==> config.mk <==
export PLATFORM = sky130hd
export DESIGN_NAME = mem_access_unit_flat
export DESIGN_NICKNAME = d
export VERILOG_FILES = /design/src/rtl/mem_access_unit_if.sv /design/src/rtl/mem_access_unit.sv /design/src/flat_wrapper.sv
export SDC_FILE = /design/constraint.sdc
export NUM_CORES = 1
export LEC_CHECK = 0
export CAP_MARGIN = 5
export CORE_UTILIZATION = 30
export DETAILED_ROUTE_END_ITERATION = 10
export GPL_ROUTABILITY_DRIVEN = 0
export SKIP_LAST_GASP = 1
export SYNTH_ARGS = -nofsm -noshare
export SYNTH_HDL_FRONTEND = slang
export SYNTH_SLANG_ARGS = --single-unit
==> constraint.sdc <==
create_clock -name i_clk -period 4.7 [get_ports i_clk]
set_clock_uncertainty 0.1 [all_clocks]
set_input_delay 0.47 -clock i_clk [delete_from_list [all_inputs] [get_ports i_clk]]
set_output_delay 0.47 -clock i_clk [all_outputs]
set_load 0.02 [all_outputs]
==> src/rtl/mem_access_unit_if.sv <==
// Bundle between the EX stage, the data memory and writeback
// for the memory-access stage.
interface mem_access_unit_if;
  logic        i_valid;
  logic        i_flush;
  logic        i_mem_read;
  logic        i_mem_write;
  logic [1:0]  i_size;
  logic        i_is_unsigned_ld;
  logic [31:0] i_alu_result;
  logic [31:0] i_store_data;
  logic [31:0] i_pc;
  logic [4:0]  i_rd_addr;
  logic        i_reg_write_en;
  logic        o_dmem_req;
  logic        o_dmem_we;
  logic [31:0] o_dmem_addr;
  logic [31:0] o_dmem_wdata;
  logic [3:0]  o_dmem_wmask;
  logic        i_dmem_ack;
  logic [31:0] i_dmem_rdata;
  logic        o_stall;
  logic        o_wb_valid;
  logic [31:0] o_wb_pc;
  logic [4:0]  o_wb_rd_addr;
  logic        o_wb_reg_write_en;
  logic [31:0] o_wb_data;
  logic        o_wb_trap;

  modport slave (
    input  i_valid, i_flush, i_mem_read, i_mem_write,
    input  i_size, i_is_unsigned_ld, i_alu_result,
    input  i_store_data, i_pc, i_rd_addr, i_reg_write_en,
    input  i_dmem_ack, i_dmem_rdata,
    output o_dmem_req, o_dmem_we, o_dmem_addr,
    output o_dmem_wdata, o_dmem_wmask, o_stall,
    output o_wb_valid, o_wb_pc, o_wb_rd_addr,
    output o_wb_reg_write_en, o_wb_data, o_wb_trap
  );

  modport master (
    output i_valid, i_flush, i_mem_read, i_mem_write,
    output i_size, i_is_unsigned_ld, i_alu_result,
    output i_store_data, i_pc, i_rd_addr, i_reg_write_en,
    output i_dmem_ack, i_dmem_rdata,
    input  o_dmem_req, o_dmem_we, o_dmem_addr,
    input  o_dmem_wdata, o_dmem_wmask, o_stall,
    input  o_wb_valid, o_wb_pc, o_wb_rd_addr,
    input  o_wb_reg_write_en, o_wb_data, o_wb_trap
  );
endinterface

==> src/rtl/mem_access_unit.sv <==
// Memory-access pipeline stage: issues one data-memory
// transaction at a time and formats results for writeback.
module mem_access_unit (
  input logic              i_clk,
  input logic              i_rst_n,
  mem_access_unit_if.slave bus
);
  typedef enum logic {IDLE, WAIT} state_t;

  state_t      state, next_state;
  logic        kill;
  logic [1:0]  size_q;
  logic [1:0]  off_q;
  logic        uns_q;
  logic        rwe_q;
  logic        accept;
  logic        is_mem;
  logic        misaligned;
  logic        ack;
  logic [1:0]  off;
  logic [31:0] st_data;
  logic [3:0]  st_mask;
  logic [31:0] shifted;
  logic [31:0] ld_data;

  // Accept/misalignment decode for the incoming instruction
  always_comb begin
    off        = bus.i_alu_result[1:0];
    is_mem     = bus.i_mem_read | bus.i_mem_write;
    accept     = bus.i_valid & ~bus.i_flush & (state == IDLE);
    misaligned = (bus.i_size[1] & (off != 2'b00)) |
                 ((bus.i_size == 2'b01) & off[0]);
    ack        = (state == WAIT) & bus.i_dmem_ack;
  end

  // State register
  always_ff @(posedge i_clk) begin
    if (!i_rst_n) state <= IDLE;
    else          state <= next_state;
  end

  // Next-state: aligned memory ops wait for the ack
  always_comb begin
    next_state = state;
    unique case (state)
      IDLE: if (accept && is_mem && !misaligned)
              next_state = WAIT;
      WAIT: if (ack) next_state = IDLE;
      default: next_state = IDLE;
    endcase
  end

  // Outputs of the FSM plus store/load lane formatting
  always_comb begin
    bus.o_stall    = (state == WAIT);
    bus.o_dmem_req = (state == WAIT);
    st_data        = bus.i_store_data;
    st_mask        = 4'b1111;
    unique case (1'b1)
      bus.i_size == 2'b00: begin
        st_data = {4{bus.i_store_data[7:0]}};
        st_mask = 4'b0001 << off;
      end
      bus.i_size == 2'b01: begin
        st_data = {2{bus.i_store_data[15:0]}};
        st_mask = 4'b0011 << off;
      end
      default: ;
    endcase
    shifted = bus.i_dmem_rdata >> {off_q, 3'b000};
    ld_data = shifted;
    unique case (1'b1)
      size_q == 2'b00:
        ld_data = {{24{~uns_q & shifted[7]}}, shifted[7:0]};
      size_q == 2'b01:
        ld_data = {{16{~uns_q & shifted[15]}}, shifted[15:0]};
      default: ;
    endcase
  end

  // Registered dmem request fields and writeback results
  always_ff @(posedge i_clk) begin
    if (!i_rst_n) begin
      kill                  <= 1'b0;
      size_q                <= 2'b00;
      off_q                 <= 2'b00;
      uns_q                 <= 1'b0;
      rwe_q                 <= 1'b0;
      bus.o_dmem_we         <= 1'b0;
      bus.o_dmem_addr       <= '0;
      bus.o_dmem_wdata      <= '0;
      bus.o_dmem_wmask      <= '0;
      bus.o_wb_valid        <= 1'b0;
      bus.o_wb_pc           <= '0;
      bus.o_wb_rd_addr      <= '0;
      bus.o_wb_reg_write_en <= 1'b0;
      bus.o_wb_data         <= '0;
      bus.o_wb_trap         <= 1'b0;
    end else begin
      bus.o_wb_valid        <= 1'b0;
      bus.o_wb_reg_write_en <= 1'b0;
      bus.o_wb_trap         <= 1'b0;
      if (state == IDLE) begin
        if (accept) begin
          bus.o_wb_pc      <= bus.i_pc;
          bus.o_wb_rd_addr <= bus.i_rd_addr;
          if (!is_mem) begin
            bus.o_wb_valid        <= 1'b1;
            bus.o_wb_data         <= bus.i_alu_result;
            bus.o_wb_reg_write_en <= bus.i_reg_write_en;
          end else if (misaligned) begin
            bus.o_wb_valid <= 1'b1;
            bus.o_wb_trap  <= 1'b1;
            bus.o_wb_data  <= '0;
          end else begin
            kill             <= 1'b0;
            size_q           <= bus.i_size;
            off_q            <= off;
            uns_q            <= bus.i_is_unsigned_ld;
            rwe_q            <= bus.i_reg_write_en;
            bus.o_dmem_we    <= bus.i_mem_write;
            bus.o_dmem_addr  <= {bus.i_alu_result[31:2], 2'b00};
            bus.o_dmem_wdata <= st_data;
            bus.o_dmem_wmask <= bus.i_mem_write ? st_mask : 4'b0000;
          end
        end
      end else begin
        if (bus.i_flush) kill <= 1'b1;
        if (ack) begin
          kill                  <= 1'b0;
          bus.o_dmem_we         <= 1'b0;
          bus.o_dmem_wmask      <= 4'b0000;
          bus.o_wb_valid        <= ~(kill | bus.i_flush);
          bus.o_wb_reg_write_en <= ~(kill | bus.i_flush) &
                                   ~bus.o_dmem_we & rwe_q;
          bus.o_wb_data         <= bus.o_dmem_we ? '0 : ld_data;
        end
      end
    end
  end
endmodule
==> src/flat_wrapper.sv <==
// flat-port wrapper written by rule: the top's interface ports become plain ports
module mem_access_unit_flat 
  (i_clk, i_rst_n, bus_i_valid, bus_i_flush, bus_i_mem_read, bus_i_mem_write, bus_i_size, bus_i_is_unsigned_ld, bus_i_alu_result, bus_i_store_data, bus_i_pc, bus_i_rd_addr, bus_i_reg_write_en, bus_i_dmem_ack, bus_i_dmem_rdata, bus_o_dmem_req, bus_o_dmem_we, bus_o_dmem_addr, bus_o_dmem_wdata, bus_o_dmem_wmask, bus_o_stall, bus_o_wb_valid, bus_o_wb_pc, bus_o_wb_rd_addr, bus_o_wb_reg_write_en, bus_o_wb_data, bus_o_wb_trap);
  mem_access_unit_if bus_i ();
  input logic i_clk;
  input logic i_rst_n;
  input wire logic [$bits(bus_i.i_valid)-1:0] bus_i_valid;
  input wire logic [$bits(bus_i.i_flush)-1:0] bus_i_flush;
  input wire logic [$bits(bus_i.i_mem_read)-1:0] bus_i_mem_read;
  input wire logic [$bits(bus_i.i_mem_write)-1:0] bus_i_mem_write;
  input wire logic [$bits(bus_i.i_size)-1:0] bus_i_size;
  input wire logic [$bits(bus_i.i_is_unsigned_ld)-1:0] bus_i_is_unsigned_ld;
  input wire logic [$bits(bus_i.i_alu_result)-1:0] bus_i_alu_result;
  input wire logic [$bits(bus_i.i_store_data)-1:0] bus_i_store_data;
  input wire logic [$bits(bus_i.i_pc)-1:0] bus_i_pc;
  input wire logic [$bits(bus_i.i_rd_addr)-1:0] bus_i_rd_addr;
  input wire logic [$bits(bus_i.i_reg_write_en)-1:0] bus_i_reg_write_en;
  input wire logic [$bits(bus_i.i_dmem_ack)-1:0] bus_i_dmem_ack;
  input wire logic [$bits(bus_i.i_dmem_rdata)-1:0] bus_i_dmem_rdata;
  output wire logic [$bits(bus_i.o_dmem_req)-1:0] bus_o_dmem_req;
  output wire logic [$bits(bus_i.o_dmem_we)-1:0] bus_o_dmem_we;
  output wire logic [$bits(bus_i.o_dmem_addr)-1:0] bus_o_dmem_addr;
  output wire logic [$bits(bus_i.o_dmem_wdata)-1:0] bus_o_dmem_wdata;
  output wire logic [$bits(bus_i.o_dmem_wmask)-1:0] bus_o_dmem_wmask;
  output wire logic [$bits(bus_i.o_stall)-1:0] bus_o_stall;
  output wire logic [$bits(bus_i.o_wb_valid)-1:0] bus_o_wb_valid;
  output wire logic [$bits(bus_i.o_wb_pc)-1:0] bus_o_wb_pc;
  output wire logic [$bits(bus_i.o_wb_rd_addr)-1:0] bus_o_wb_rd_addr;
  output wire logic [$bits(bus_i.o_wb_reg_write_en)-1:0] bus_o_wb_reg_write_en;
  output wire logic [$bits(bus_i.o_wb_data)-1:0] bus_o_wb_data;
  output wire logic [$bits(bus_i.o_wb_trap)-1:0] bus_o_wb_trap;
  assign bus_i.i_valid = bus_i_valid;
  assign bus_i.i_flush = bus_i_flush;
  assign bus_i.i_mem_read = bus_i_mem_read;
  assign bus_i.i_mem_write = bus_i_mem_write;
  assign bus_i.i_size = bus_i_size;
  assign bus_i.i_is_unsigned_ld = bus_i_is_unsigned_ld;
  assign bus_i.i_alu_result = bus_i_alu_result;
  assign bus_i.i_store_data = bus_i_store_data;
  assign bus_i.i_pc = bus_i_pc;
  assign bus_i.i_rd_addr = bus_i_rd_addr;
  assign bus_i.i_reg_write_en = bus_i_reg_write_en;
  assign bus_i.i_dmem_ack = bus_i_dmem_ack;
  assign bus_i.i_dmem_rdata = bus_i_dmem_rdata;
  assign bus_o_dmem_req = bus_i.o_dmem_req;
  assign bus_o_dmem_we = bus_i.o_dmem_we;
  assign bus_o_dmem_addr = bus_i.o_dmem_addr;
  assign bus_o_dmem_wdata = bus_i.o_dmem_wdata;
  assign bus_o_dmem_wmask = bus_i.o_dmem_wmask;
  assign bus_o_stall = bus_i.o_stall;
  assign bus_o_wb_valid = bus_i.o_wb_valid;
  assign bus_o_wb_pc = bus_i.o_wb_pc;
  assign bus_o_wb_rd_addr = bus_i.o_wb_rd_addr;
  assign bus_o_wb_reg_write_en = bus_i.o_wb_reg_write_en;
  assign bus_o_wb_data = bus_i.o_wb_data;
  assign bus_o_wb_trap = bus_i.o_wb_trap;
  mem_access_unit u_core (.i_clk(i_clk), .i_rst_n(i_rst_n), .bus(bus_i));
endmodule
### Word level (Yosys, flattened, before mapping)

Index checks and enable logic that the tools add are counted.
Widths: inputs -> output; s select.

* output and inout bits: 143
* bits in registers: 147
* logic and storage cells: 98
* bits of input ports: 144

* equal/unequal tests: 6
* reduce and logical (&&, ||, !) cells: 14
* bitwise operators: 21
* shift-type cells: 3
* mux-type cells: 38

Operators with widths (number)
* $mux 32: 6
* $pmux 32 s2: 2
* $shr 32x5->32: 1
* $mux 4: 6
* $mux 1: 22
* $reduce_and 4->1: 3
* $and 1x1->1: 9
* $not 1->1: 9
* $pmux 4 s2: 1
* $reduce_bool 2->1: 3
* $eq 2x1->1 const B: 2
* $logic_not 2->1: 2
* $reduce_or 4->1: 1
* $shl 1x2->4 const A: 1
* $shl 2x2->4 const A: 1
* $ne 3x2->1 const B: 1
* $ne 3x3->1 const B: 1
* $or 1x1->1: 3
* $reduce_and 3->1: 1
* $logic_and 1x1->1: 2
* $ne 2x1->1 const B: 1
* $ne 2x2->1 const B: 1
* $pmux 1 s2: 1
* $reduce_and 2->1: 1
* $logic_not 1->1: 1

### Longest topological paths before layout

Gate-level depths: netlist of the first run.

* depth in word-level cells: 7
* mapped depth: 8
* mapped depth without buffers: 4

### Worst setup path before layout of the first run

Ideal clock, no wire load.

* kind: input port to flip-flop
* from: input bus_i_alu_result[0]
* to: register u_core.bus.o_wb_data[14]
* cell stages on the path: 7
* path buffers: 3
* setup time: 0.119 ns
* slack: 2.841 ns
* data arrival time: 1.640 ns
* path through: clkbuf_2 > o21ai_2 > a31oi_4 > or2_1 > buf_2 > buf_6 > o221a_2

* word-level cells in the longest chain between the ends: 5
* elaborated cells on any way between the ends: 6

RTL lines
* start, declared: line flat_wrapper.sv:13 `input wire logic [$bits(bus_i.i_alu_result)-1:0] bus_i_alu_result;`
* $reduce_bool 2->1: line mem_access_unit.sv:31 `misaligned = (bus.i_size[1] & (off != 2'b00)) |`
* $and 1x1->1: line mem_access_unit.sv:31
* $or 1x1->1 *: line mem_access_unit.sv:31
* $ne 3x2->1 (no line) *
* $reduce_and 3->1 (no line) *
* end signal, assigned: line mem_access_unit.sv:109 `bus.o_wb_data <= bus.i_alu_result;`
* end signal, assigned: line mem_access_unit.sv:136 `bus.o_wb_data <= bus.o_dmem_we ? '0 : ld_data;`
* end, declared: line mem_access_unit_if.sv:38 `output o_wb_reg_write_en, o_wb_data, o_wb_trap`

Mark *: on every way between the ends. The rest lies on a longest branch, timed or not.
A chain may end at the register's enable or synchronous reset.

### Worst setup path in the final report of the first run

* from: input bus_i_flush
* to: register u_core.bus.o_wb_data[12]

* word-level cells in the longest chain between the ends: 5

RTL lines
* start, declared: line flat_wrapper.sv:8 `input wire logic [$bits(bus_i.i_flush)-1:0] bus_i_flush;`
* $not 1->1: line mem_access_unit.sv:30 `accept = bus.i_valid & ~bus.i_flush & (state == IDLE);`
* $and 1x1->1 (2 in series): line mem_access_unit.sv:30
* $reduce_bool 2->1 (no line)
* $reduce_and 3->1 (no line)

Every way passes these cells.

==> results of run 1 <==
where the power goes:
group          switching, µW  internal, µW
Sequential              33.6          1300
Combinational            286           288
Clock                    558           919
Total                    877          2510
per-stage QoR:
stage	instances	worst slack, ns	hold WS (ns)	area (µm²)	power (µW)
after floorplan	780	2.84	0.343	6650	1630
after global placement	1286	1.44	0.342	9620	1940
after detailed placement	1286	1.40	0.350	9620	1940
after CTS	1317	1.84	0.358	10200	3420
after global routing	1317	1.70	0.375	10200	3520
final	1318	1.78	0.356	10300	3390
layout make-up:
type,instances,share of cell area [%]
clock inverter,11,1.70
sequential,147,28.7
timing repair buffer,300,28.9
tap,280,3.42
inverter,2,0.0732
antenna,1,0.0244
clock buffer,20,4.46
multi-input combinational,557,32.7
worst register-to-register path, cell delays in order, from the launching register on:
cell	delay, ns
dfxtp_1	0.29
buf_4	0.18
or3b_4	0.62
a31oi_4	0.22
buf_4	0.36
or2_1	0.40
buf_4	0.36
o221a_2	0.23
cell usage after synthesis (2+ instances only):
cell type  number  area, µm²
a22oi_1        10       75.1
inv_1           2       7.51
o211ai_1        3       22.5
buf_4           7       52.6
clkbuf_1       33        124
o221a_2         4       45.0
a21oi_1        18       90.1
mux2i_1        33        330
buf_2          25        125
buf_1           6       22.5
o31ai_1        28        210
nor2b_1        13       81.3
a211o_1         8       70.1
a22o_1          4       35.0
a21boi_0       79        593
a31oi_1        20        125
o211a_1        16        160
nand2b_1        2       12.5
o21ai_0        18       90.1
buf_6           2       22.5
nor2_1         20       75.1
a21boi_1       12       90.1
nand3_1         9       45.0
dfxtp_1       147       2940
o2bb2ai_1      12        105
a32oi_1         7       61.3
nand4_1         3       18.8
nand2_1       216        811
metal layers:
metal / GRT usage [%] / vias to the layer above / part of all wire, %
li1: - / 3221 / -
met1: 26.5 / 3066 / 43
met2: 33.3 / 275 / 46
met3: 5.63 / 31 / 8.2
met4: 6.70 / 0 / 2.1
met5: 0 / - / 0
worst paths after layout:
kind / from / end / depth (start not counted)
worst max-delay path: bus_i_flush / u_core.bus.o_wb_data[12] / 7
worst min-delay path: u_core.bus.o_dmem_addr[26] / u_core.bus.o_dmem_addr[26] / 2
worst max register to register: u_core.bus.o_dmem_req / u_core.bus.o_wb_data[12] / 7
worst min register to register: u_core.bus.o_dmem_addr[26] / u_core.bus.o_dmem_addr[26] / 2
cell families (layout without fill, tap and decap cells):
logic type	count (synthesis)	in the layout	synth area share, %
AO/OA/AOI/OAI	246	246	27.8
XOR/XNOR	1	1	0.132
buffers and inverters	76	333	5.40
flip-flops	147	147	44.3
multiplexers	34	34	5.31
other	1	3	0.0564
AND/OR/NAND/NOR	274	274	17.1
sequential cells by signal, summed over array words and instances (netlist names), 2 cells and up:
register / cells
u_core.bus.o_dmem_wdata: 32
u_core.bus.o_dmem_addr: 30
u_core.off_q: 2
u_core.bus.o_wb_data: 32
u_core.bus.o_wb_pc: 32
u_core.size_q: 2
u_core.bus.o_dmem_wmask: 4
u_core.bus.o_wb_rd_addr: 5
==> results.yml, run 1 <==
synth:
  ys_seq_area_share_pct: 44.3
  synthDistinctLibCells: 50
  async_reset_ff_share_pct: 0
  netlist_instances: 779
  synth_area_um2: 6650
  synthFlopType: "dfxtp_1"
  synth_seq_cells: 147
  synth_edf_count: 0
  ys.warnings.count: 0
  synth.avg_cell_area_um2: 8.53
route:
  viasPerCell: 5.00
  wl_um: 24000
  drc_errors: 0
  post_drt_wl_per_cell_um: 18.2
  first_pass_iters: 5
  vias: 6593
  ant_nets: 0
  drt_iter0_markers: 369
floorplanning:
  ios: 287
  rows: 54
  start_util_pct: 30.5
  dieArea_um2: 22700
  die_width_um: 151
  coreArea_um2: 21800
  die_height_um: 151
clock_tree:
  cts.path.max_buffers: 2
  clkSinkCount: 147
  holdBufCountCts: 0
  cts_setup_buffers: 0
  cts_resized: 0
  cts.reportedPaths.clkPinSlew_ns: 0.06
  tritoncts: "yes"
  clock_latency_ns: 0.42
  cts_htree_levels: 4
  numCtsBuffers: 17
  cts_root_buf: "clkbuf_16"
setup_path:
  crit_type: "in -> reg"
  cp-start-kind: "primary input"
  cp-end-kind: "flop"
  critPathTopFamily: "buffers and inverters"
  ff2ff_setup_slack_ns: 1.88
  path_max_fanout: 38
  crit_required_ns: 4.96
  crit_top_cell: "buf_4"
  slowest_delay_ns: 0.63
  critical_path_arrival_ns: 3.18
  timing.critical_path.buf_inv: 3
  path_cells: "clkdlybuf4s50_1, or3b_4, a31oi_4, buf_4, or2_1, buf_4, o221a_2"
  slowest_stage: "or3b_4"
finish:
  nFillCells: 2150
  syn2layout_area_growth_pct: 54.3
  drive_gt1_share_pct: 5.69
  multiInputGateArea_um2: 3360
  layout_commonest_cell: "clkdlybuf4s50_1"
  final_cell_mix: "283 x clkdlybuf4s50_1, 216 x nand2_1, 147 x dfxtp_1"
  nets: 1169
  final_util_pct: 47.1
  register_area_um2: 2940
placement:
  hpwl_um: 17200
  portBuffers: 284
timing:
  tightest_slew_ns: 1.10
  hold_violations: 0
  setup_viol: 0
  period_minus_slack_ns: 2.92
  rsz0062_at_grt: "no"
  post-route-period-util_pct: 62.0
  maxSlewViolCount: 0
  clock.fmax_ghz: 0.343
  finalSetupTns_ns: 0
  slew_headroom_pct: 26.6
flow_run:
  maxCapViolCount: 0
outcome:
  status: "finished, final reports clean"
global_routing:
  grt_start_max_net_pins: 76
  globalRouteTotalUtil_pct: 20.6
  grt-ovfl-total: 0
  grt_pass1_vias: 6220
  antenna_found_initial: 0
  grt_pass1_wl_um: 35600
power:
  p_per_area_nw_per_um2: 331
  p_leak_uw: 0.00380
  ir_drop_uv: 229
min_path:
  hp-class: "reg -> reg"
Power figures use the tool's default switching activity.
==> inputs of run 2 (changes only) <==
Clock period 4.7 ns to 2.5 ns, I/O delays scaled along.
==> run 2 against run 1 <==
Combinational power grew 92%. First-iteration DRC count shrank 11%. Clock-buffer cell count shrank 1. Worst setup slack lost 1.2 ns. Core utilization grew 0.76 points. Flip-flop and latch count is the same.
==> results.yml, run 2 (synthesis gave the netlist of run 1 again) <==
outcome:
  status: "finished, final reports clean"
finish:
  final_cell_mix: "283 x clkdlybuf4s50_1, 216 x nand2_1, 147 x dfxtp_1"
  syn2layout_area_growth_pct: 56.8
  nFillCells: 2103
  reg_top3: "u_core.bus.o_dmem_wdata (32), u_core.bus.o_wb_data (32), u_core.bus.o_wb_pc (32)"
  layout_commonest_cell: "clkdlybuf4s50_1"
  finish.instance_area_um2: 10400
  antenna_cells: 0
  nets: 1181
  drive_gt1_share_pct: 6.86
  finalNonFillerCells: 1330
min_path:
  hp-class: "in -> reg"
power:
  ir_drop_uv: 456
  p_per_area_nw_per_um2: 622
  p_leak_uw: 0.00389
  p_total_uw: 6480
route:
  vias: 6618
  post_drt_wl_per_cell_um: 18.0
  viasPerCell: 4.98
  wl_um: 24000
  drc_errors: 0
  first_pass_iters: 5
  drt_iter0_markers: 329
  ant_nets: 0
setup_path:
  cp-start-kind: "flop"
  critical_path_arrival_ns: 2.19
  path_max_fanout: 26
  cp-end-kind: "flop"
  path_cells: "buf_4, nor2b_1, o2bb2ai_1, a22oi_1, a31oi_1"
  crit_type: "reg -> reg"
  critical_path_cell_count: 5
  worst-r2r-cell-count: 5
  critPathTopFamily: "simple AND/OR/NAND/NOR gates"
  crit_required_ns: 2.74
  slowest_delay_ns: 0.59
  crit_start: "u_core.off_q[1]"
  r2r-end: "u_core.bus.o_wb_data[11]"
  r2r-start: "u_core.off_q[1]"
  crit_path_end: "u_core.bus.o_wb_data[11]"
  ff2ff_setup_slack_ns: 0.55
  slowest_stage: "nor2b_1"
  timing.critical_path.buf_inv: 1
timing:
  maxSlewViolCount: 0
  setup_viol: 0
  rsz0062_at_grt: "no"
  post-route-period-util_pct: 77.8
  hold_violations: 0
  clock.fmax_ghz: 0.514
  slew_headroom_pct: 55.4
  tightest_slew_ns: 0.666
  finalSetupTns_ns: 0
  period_minus_slack_ns: 1.95
floorplanning:
  coreArea_um2: 21800
  dieArea_um2: 22700
  start_util_pct: 30.5
  rows: 54
  ios: 287
  die_width_um: 151
  die_height_um: 151
clock_tree:
  cts_root_buf: "clkbuf_16"
  numCtsBuffers: 17
  clock_latency_ns: 0.42
  cts.path.max_buffers: 2
  clkSinkCount: 147
  cts_setup_buffers: 0
  cts_htree_levels: 4
  tritoncts: "yes"
  cts.reportedPaths.clkPinSlew_ns: 0.06
  holdBufCountCts: 0
  cts_resized: 0
global_routing:
  grt-ovfl-total: 0
  grt_pass1_wl_um: 35900
  globalRouteTotalUtil_pct: 20.8
  grt_pass1_vias: 6295
  grt_start_max_net_pins: 60
  antenna_found_initial: 0
placement:
  dpl-instance-area_um2: 9770
  portBuffers: 284
  hpwl_um: 17500
  placed_cells: 1298
flow_run:
  maxCapViolCount: 0
-- run 2: per-layer routing --
| layer | up-vias | track usage (%) | routed length [µm] |
|---|---|---|---|
| li1 | 3250 | - | - |
| met1 | 3089 | 26.3 | 10400 |
| met2 | 247 | 33.3 | 11000 |
| met3 | 32 | 6.02 | 2000 |
| met4 | 0 | 7.75 | 526 |
| met5 | - | 0 | 0 |
-- run 2: worst min-delay path by stage --
stage / from / depth (start not counted) / end / slack [ns]
after floorplan: bus_i_alu_result[21] / 2 / u_core.bus.o_dmem_addr[21] / 0.28
after global placement: u_core.bus.o_dmem_addr[26] / 2 / u_core.bus.o_dmem_addr[26] / 0.34
after detailed placement: u_core.bus.o_dmem_wmask[1] / 1 / u_core.bus.o_dmem_wmask[1] / 0.35
after CTS: i_rst_n / 3 / u_core.bus.o_wb_data[2] / 0.17
after global routing: i_rst_n / 2 / u_core.bus.o_wb_pc[23] / 0.20
final: i_rst_n / 3 / u_core.bus.o_wb_data[2] / 0.18
-- run 2: cell type report --
| cell class | count | area, µm² | area share (%) |
|---|---|---|---|
| Clock inverter | 13 | 204 | 1.96 |
| Clock buffer | 19 | 443 | 4.25 |
| Timing Repair Buffer | 312 | 3110 | 29.9 |
| Sequential cell | 147 | 2940 | 28.2 |
| Tap cell | 280 | 350 | 3.36 |
| Multi-Input combinational cell | 557 | 3360 | 32.2 |
| Inverter | 2 | 7.51 | 0.0721 |
-- run 2: worst min-delay path, stage by stage --
cell and delay, ns:
buf_4 0.23, o31ai_1 0.11, a21oi_1 0.04
-- run 2: power by group --
part | leakage (µW) | internal, µW | switching, µW
Sequential | 0.00120 | 2450 | 64.4
Clock | 0.000317 | 1800 | 1070
Combinational | 0.00237 | 561 | 536
Total | 0.00389 | 4810 | 1670
-- run 2: per-stage QoR --
stage	setup WS (ns)	utilization [%]	hold WS (ns)
CTS	0.531	47.9	0.166
floorplan	0.658	-	0.285
global route	0.417	47.9	0.203
detailed placement	0.324	44.9	0.346
global placement	0.356	44.9	0.342
finish	0.554	47.9	0.179
